==> config.mk <==
export PLATFORM = sky130hd
export DESIGN_NAME = key_entry
export DESIGN_NICKNAME = d
export VERILOG_FILES = /design/src/rtl/key_pkg.sv /design/src/rtl/key_onehot_enc.sv /design/src/rtl/key_entry.sv
export SDC_FILE = /design/constraint.sdc
export NUM_CORES = 1
export LEC_CHECK = 0
export ABC_AREA = 1
export CORE_ASPECT_RATIO = 0.9
export CORE_UTILIZATION = 45
export DETAILED_ROUTE_END_ITERATION = 12
export GPL_TIMING_DRIVEN = 0
export PLACE_DENSITY = 0.73
export REMOVE_ABC_BUFFERS = 1
export SYNTH_ARGS = -nofsm -noshare
export SYNTH_HDL_FRONTEND = slang
export SYNTH_SLANG_ARGS = --single-unit
==> constraint.sdc <==
create_clock -name clk -period 1.7 [get_ports clk]
set_input_delay 0.17 -clock clk [delete_from_list [all_inputs] [get_ports clk]]
set_output_delay 0.17 -clock clk [all_outputs]
set_load 0.05 [all_outputs]
==> src/rtl/key_pkg.sv <==
// key_pkg: shared key codes, entry FSM state type and key code type
package key_pkg;
  typedef logic [3:0] key_code_t;
  typedef enum logic [1:0] {IDLE, EDIT, HOLD} state_t;
  localparam key_code_t KEY_CLR  = 4'd10;
  localparam key_code_t KEY_BKSP = 4'd11;
  localparam key_code_t KEY_ENT  = 4'd12;
  localparam key_code_t KEY_F1   = 4'd13;
  localparam key_code_t KEY_F2   = 4'd14;
  localparam key_code_t KEY_F3   = 4'd15;
endpackage

==> src/rtl/key_onehot_enc.sv <==
// key_onehot_enc: 16-bit one-hot key strobe to 4-bit code with one-hot/zero flags
module key_onehot_enc
  import key_pkg::*;
(
  input  logic [15:0] v,
  output key_code_t   code,
  output logic        is_one,
  output logic        is_zero
);
  // OR of set-bit indices; only meaningful when is_one
  always_comb begin
    code = '0;
    for (int i = 0; i < 16; i++)
      code = v[i] ? (code | key_code_t'(i)) : code;
  end
  assign is_zero = (v == 16'h0);
  assign is_one  = !is_zero && ((v & (v - 16'd1)) == 16'h0);
endmodule

==> src/rtl/key_entry.sv <==
// key_entry: keypad digit entry FSM with clear/backspace editing and valid/ready hand-off
module key_entry
  import key_pkg::*;
#(
  parameter  int NDIG = 4,
  localparam int LW   = $clog2(NDIG + 1)
) (
  input  logic              clk,
  input  logic              rstn,
  input  logic [15:0]       key_pulse,
  output logic              code_valid,
  output key_code_t         code,
  output logic [4*NDIG-1:0] entry_bcd,
  output logic [LW-1:0]     entry_len,
  output logic              done_valid,
  output logic [4*NDIG-1:0] done_value,
  input  logic              done_ready,
  output logic              err
);
  key_code_t kc;
  logic      is_one;
  logic      is_zero;
  state_t    state;

  key_onehot_enc u_enc (.v(key_pulse), .code(kc), .is_one(is_one), .is_zero(is_zero));

  always_ff @(posedge clk or negedge rstn)
    if (!rstn) begin
      state      <= IDLE;
      code_valid <= 1'b0;
      code       <= '0;
      err        <= 1'b0;
      entry_bcd  <= '0;
      entry_len  <= '0;
      done_valid <= 1'b0;
      done_value <= '0;
    end else begin
      code_valid <= 1'b0;
      err        <= 1'b0;
      if (!is_zero && !is_one) err <= 1'b1;
      else if (is_one) begin
        code_valid <= 1'b1;
        code       <= kc;
        if (state == HOLD) err <= 1'b1;
        else if (kc < KEY_CLR) begin
          // leading zeros are swallowed without error
          if (kc != '0 || entry_len != '0) begin
            if (entry_len == LW'(NDIG)) err <= 1'b1;
            else begin
              entry_bcd <= {entry_bcd[4*NDIG-5:0], kc};
              entry_len <= entry_len + LW'(1);
              state     <= EDIT;
            end
          end
        end else if (kc == KEY_BKSP) begin
          if (state == EDIT) begin
            entry_bcd <= {4'h0, entry_bcd[4*NDIG-1:4]};
            entry_len <= entry_len - LW'(1);
            state     <= (entry_len == LW'(1)) ? IDLE : EDIT;
          end
        end else if (kc == KEY_CLR) begin
          entry_bcd <= '0;
          entry_len <= '0;
          state     <= IDLE;
        end else if (kc == KEY_ENT) begin
          if (state == EDIT) begin
            done_value <= entry_bcd;
            done_valid <= 1'b1;
            state      <= HOLD;
          end else err <= 1'b1;
        end
      end
      if (state == HOLD && done_ready) begin
        done_valid <= 1'b0;
        entry_bcd  <= '0;
        entry_len  <= '0;
        state      <= IDLE;
      end
    end
endmodule

# Word-level counts from Yosys, hierarchy flattened
# Index checks and enable logic that the tools add are counted.
# word_totals
reg_bits	44
inputBits	19
wordCells	123
# classes
n_addsub	3
magnitude_cmp	1
n_eq_ne	15
mux	69
n_bitwise	6
n_reduce_logical	21
# ops
operator	n
2-to-1 mux 16 bit	10
2-to-1 mux 3 bit	14
zero test 16 bit	2
2-to-1 mux 4 bit	8
2-to-1 mux 2 bit	14
AND reduction 8 bit	3
2-to-1 mux 1 bit	23
AND 16 bit	1
subtractor 16 x 1 -> 16 bit (second input constant)	1
== test 4 bit (second input constant)	3
nonzero test 4 bit	3
!= test 2 x 1 -> 1 bit (second input constant)	5
AND reduction 7 bit	1
nonzero test 2 bit	3
NOT 1 bit	5
nonzero test 5 bit	1
< comparator 4 bit (second input constant)	1
!= test 4 x 2 -> 1 bit (second input constant)	1
adder 3 x 1 -> 3 bit (second input constant)	1
== test 3 x 1 -> 1 bit (second input constant)	1
== test 3 bit (second input constant)	1
logical AND 1 bit	3
!= test 3 x 1 -> 1 bit (second input constant)	1
!= test 3 x 2 -> 1 bit (second input constant)	1
other kinds (7)	8

# Longest topological paths before layout
# depth
word_depth	24
ltp_mapped	14
depth_no_buf	13

# Modules after synthesis
# A second synthesis with hierarchy kept.
# hier_totals
cells_unflattened	361
hier_area_um2	2586.2
# modules_own_cells
mod	instances	cells_per_inst	area_per_inst_um2	seq_area_each_um2
key_entry	1	277	2198.4	1101.1
key_onehot_enc	1	84	387.9	0.0

# Worst setup path after synthesis
# No wires, ideal clock.
# synth_timing
kind	register to register
startpoint	reg entry_len[0]
endpoint	reg entry_bcd[2]
arrival_ns	1.841
t_required_ns	1.635
slack_ns	-0.206
stages_incl_launch_ff	12
cell_sequence	dfrtp_1 -> inv_1 -> ha_1 -> nand3_1 -> o21ai_4 -> nand2_4 -> nand2_4 -> nor2_4 -> buf_8 -> buf_12 -> nand3_2 -> nand2_1
# synth_via
elab_chain_cells	4
word_cells_on_any_way	6
# synth_rtl
item	line_no	text
start: declaration	key_entry.sv:14	output logic [LW-1:0] entry_len,
start signal: assignment	key_entry.sv:51	entry_len <= entry_len + LW'(1);
start signal: assignment	key_entry.sv:58	entry_len <= entry_len - LW'(1);
nonzero test 3 bit	key_entry.sv:47	if (kc != '0 || entry_len != '0) begin
logical OR 1 bit	key_entry.sv:47	
!= test 3 x 1 -> 1 bit (no source line)	-	
AND reduction 7 bit (no source line) (*)	-	
end signal: assignment	key_entry.sv:50	entry_bcd <= {entry_bcd[4*NDIG-5:0], kc};
end signal: assignment	key_entry.sv:57	entry_bcd <= {4'h0, entry_bcd[4*NDIG-1:4]};
end: declaration	key_entry.sv:13	output logic [4*NDIG-1:0] entry_bcd,
# Mark *: on every way between the ends. The rest lies on a longest branch, timed or not.
# A chain may end at the register's enable or synchronous reset.

# Worst setup path in the final report
# layout_timing
startpoint	reg state[0]
endpoint	reg entry_bcd[2]
# layout_via
elab_chain_cells	4
word_cells_on_any_way	12
# layout_rtl
item	line_no	text
start: declaration	key_entry.sv:23	state_t state;
start signal: assignment	key_entry.sv:59	state <= (entry_len == LW'(1)) ? IDLE : EDIT;
== test 2 bit	key_entry.sv:44, key_entry.sv:73	
logical AND 1 bit	key_entry.sv:73	if (state == HOLD && done_ready) begin
!= test 4 x 2 -> 1 bit (no source line) (tied with other cells)	-	
AND reduction 7 bit (no source line)	-	
# Parallel ways exist; a longest one is shown, timed or not.

==> flow_metrics.env <==
export IMPL_viasPerCell=5.535
export IMPL_clkPwrFrac=0.398
export IMPL_portBuffers=60
export IMPL_clock_skew_ps=4.859
export IMPL_drive_above_1_share=0.3671
export IMPL_synth_area_leader_cell="dfrtp_1"
export IMPL_vias=3271
export IMPL_grt_pass1_wl_um=14210
export IMPL_power_frac_comb=0.094
export IMPL_clock_fmax_mhz=548.2
export IMPL_drt_wl_total_um=10420
export IMPL_setup_violations=20
export IMPL_yosysUniqueCellTypes=36
export IMPL_gp_congestion=0.8985
export IMPL_worst_pin_slew_ps=533.7
export IMPL_yosys_warnings=0
export IMPL_syn_instance_count=385
export IMPL_drc_errors=0
export IMPL_min_period_ps=1824
export IMPL_fillCellCount=410
export IMPL_power_frac_seq=0.508
export IMPL_timing_rr_end="entry_bcd[2]"
export IMPL_initialDrtViolationCount=274
export IMPL_hp_class="input port to asynchronous set/reset pin"
export IMPL_max_stage_delay_ps=450
export IMPL_ys_ff_latch=44
export IMPL_die_h_um=77.64
export IMPL_peakVddDrop_mv=0.3227
export IMPL_rr_worst_depth=13
export IMPL_start_util=0.4678
export IMPL_slowest_stage="dfrtp_1"
export IMPL_clock_root_buffer="clkbuf_8"
export IMPL_wire_per_inst_um=17.63
export IMPL_synth_most_common_cell="nand2_1"
export IMPL_syn2layout_area_growth_pct=57.79
export IMPL_crit_chain="nor2_4 > nand2_4 > nand2_4 > inv_4 > nand3_4 > nand2_4 > clkinv_4 > nand2_8 > buf_12 > nor2_4 > clkbuf_16 > nand3_2 > nand2_2"
export IMPL_diodes=0
export IMPL_dieArea_um2=6679
export IMPL_synthFlopType="dfrtp_1"
export IMPL_power_switching_uw=510.4
export IMPL_fin_crit_sh=1.073
export IMPL_seq_area_um2=1102
export IMPL_numCtsBuffers=5
export IMPL_p_int_mw=1.550
export IMPL_violations="setup timing"
export IMPL_cp_data_required_time_ps=1950
export IMPL_critPathBufInv=4
export IMPL_first_global_vias=2919
export IMPL_crit_top_cell="nand2_4"
export IMPL_ys_top_cells_by_area="dfrtp_1 38%, nand2_1 19%, nand3_1 6.5%"
export IMPL_drv_cap=0
export IMPL_synth_area_um2=2860
export IMPL_detail_route_antenna_nets=0
export IMPL_clk_insertion_delay_late_ps=300
export IMPL_grt_ovfl_total=0
export IMPL_power_mw=2.060
export IMPL_fp_row_count=27
export IMPL_cp_max_fo=5
export IMPL_rrSetupSlack_ps=-120
export IMPL_grt_max_degree=30
export IMPL_grt_use_total=0.2740
export IMPL_rsz0062_at_grt="yes"
export IMPL_clk_pin_slew_ps=90
export IMPL_synth_top_cell_area_share=0.3850
export IMPL_rr_startpoint="state[0]"
export IMPL_firstDrtPassIters=5
export IMPL_status="finished, violations left"
export IMPL_finalHoldViolations=0
export IMPL_path_class="flip-flop to flip-flop"
export IMPL_cp_start_kind="flip-flop"
export IMPL_synth_area_per_cell_um2=7.429
export IMPL_async_reset_ff_frac=1.000
export IMPL_ys_top_cells_by_count="141 x nand2_1, 45 x nor2_1, 44 x dfrtp_1, 37 x nand3_1, 26 x inv_1"
export IMPL_ys_seq_area_frac=0.3850
export IMPL_cts_sinks=44
export IMPL_final_nets=526
export IMPL_multi_input_area_um2=1964
export IMPL_core_um2=6115
export IMPL_critPathCaptureType="flip-flop"
export IMPL_cp_data_arrival_time_ps=2070
export IMPL_power_leakage_nw=2.360
export IMPL_antenna_found_initial=0
export IMPL_htreeDepth=2
export IMPL_p_sw_frac=0.2477
export IMPL_ios=61
export IMPL_path_delay_family="simple AND/OR/NAND/NOR gates"
export IMPL_clockBufferDepth=2
export IMPL_post_route_worst_setup_slack_ps=-124.2
export IMPL_cts_tree="built"
export IMPL_drv_slew=0
export IMPL_tns_ps=-1571
export IMPL_synth_edf_count=0
export IMPL_dp_hpwl_um=4905
export IMPL_relSlewSlack=0.6456
export IMPL_cellPowerDensity_nw_per_um2=456.5
export IMPL_dieWidth_um=86.04
[metrics by stage]
step / cell area (um^2) / hold slack, ps / worst slack, ps / util / instances
after floorplan: 2765 / -125.6 / -453.5 / - / 376
after detailed placement: 3490 / 102.7 / -1169 / 0.5707 / 524
final: 4513 / 302.8 / -124.2 / 0.7381 / 591
after global routing: 4513 / 350.2 / -148.5 / 0.7381 / 591
after CTS: 4118 / 321.3 / -42.75 / 0.6734 / 574
after global placement: 3475 / 452.6 / -1122 / 0.5682 / 523
[sequential cells by signal, indices dropped and copies added (netlist names)]
register / flops
code: 4
code_valid: 1
done_valid: 1
done_value: 16
entry_bcd: 16
entry_len: 3
err: 1
state: 2
[metal layers]
layer	vias to the layer above	part of all wire	global-route usage
li1	1471	-	-
met1	1555	0.40	0.3687
met2	198	0.48	0.4444
met3	47	0.071	0.04894
met4	0	0.045	0.09167
met5	-	0	0
[cells by family (layout without fill, tap and decap cells)]
| logic type | Yosys count | in the layout | synth area share |
|---|---|---|---|
| AND/OR/NAND/NOR | 267 | 273 | 0.4593 |
| flip-flops | 44 | 44 | 0.3850 |
| buffers and inverters | 42 | 155 | 0.07873 |
| AO/OA/AOI/OAI | 26 | 26 | 0.05337 |
| adder cells (fa/ha/maj) | 4 | 4 | 0.01750 |
| XOR/XNOR | 2 | 2 | 0.006125 |
[repair_timing]
| item | CTS | global route |
|---|---|---|
| hold endpoints to repair | 15 | 0 |
| cloned | 5 | 3 |
| gates resized for setup | 86 | 106 |
| pin swaps | 24 | 54 |
| endpoints found under the setup margin | 54 | 51 |
| buffers inserted | 36 | 16 |
| hold buffers | 1 | 0 |
[power groups by stage]
stage	clock (mW)	combinational, mW	sequential (mW)
3_3_place_gp	0	0.164	1.07
4_1_cts	0.812	0.178	1.05
6_report	0.820	0.194	1.05
5_1_grt	0.863	0.211	1.05
3_5_place_dp	0	0.170	1.07
2_1_floorplan	0	0.0678	1.07
[layout make-up]
cell class / instances / share of cell area
multi-input cells: 305 / 0.4353
clock buffers: 6 / 0.01608
flip-flops and latches: 44 / 0.2442
well taps: 87 / 0.02412
clock inverters: 2 / 0.007763
repair buffers: 114 / 0.2370
inverters: 33 / 0.03549
[placed cells by master (no fill, tap or decap), types with 5 or more instances in the layout]
master	n
buf_4	38
buf_6	8
clkbuf_2	9
clkbuf_8	5
clkdlybuf4s50_1	24
dfrtp_1	43
dlygate4sd2_1	13
dlymetal6s2s_1	8
inv_1	18
inv_2	7
nand2_1	118
nand2_2	13
nand2_4	16
nand2_8	9
nand3_1	27
nand3_2	18
nor2_1	32
nor2_2	13
nor2_4	14
o21ai_0	9
o21ai_1	5
[how the worst max path moves through the flow]
stage | startpoint | to | slack (ps) | cells past startpoint
after floorplan | entry_len[0] | entry_len[2] | -450 | 10
after global placement | key_pulse[3] | entry_len[1] | -1120 | 11
after detailed placement | key_pulse[3] | entry_len[2] | -1170 | 11
after CTS | state[1] | entry_len[2] | -40 | 15
after global routing | state[0] | entry_bcd[8] | -150 | 12
final | state[0] | entry_bcd[2] | -120 | 13
Power figures use the tool's default switching activity.
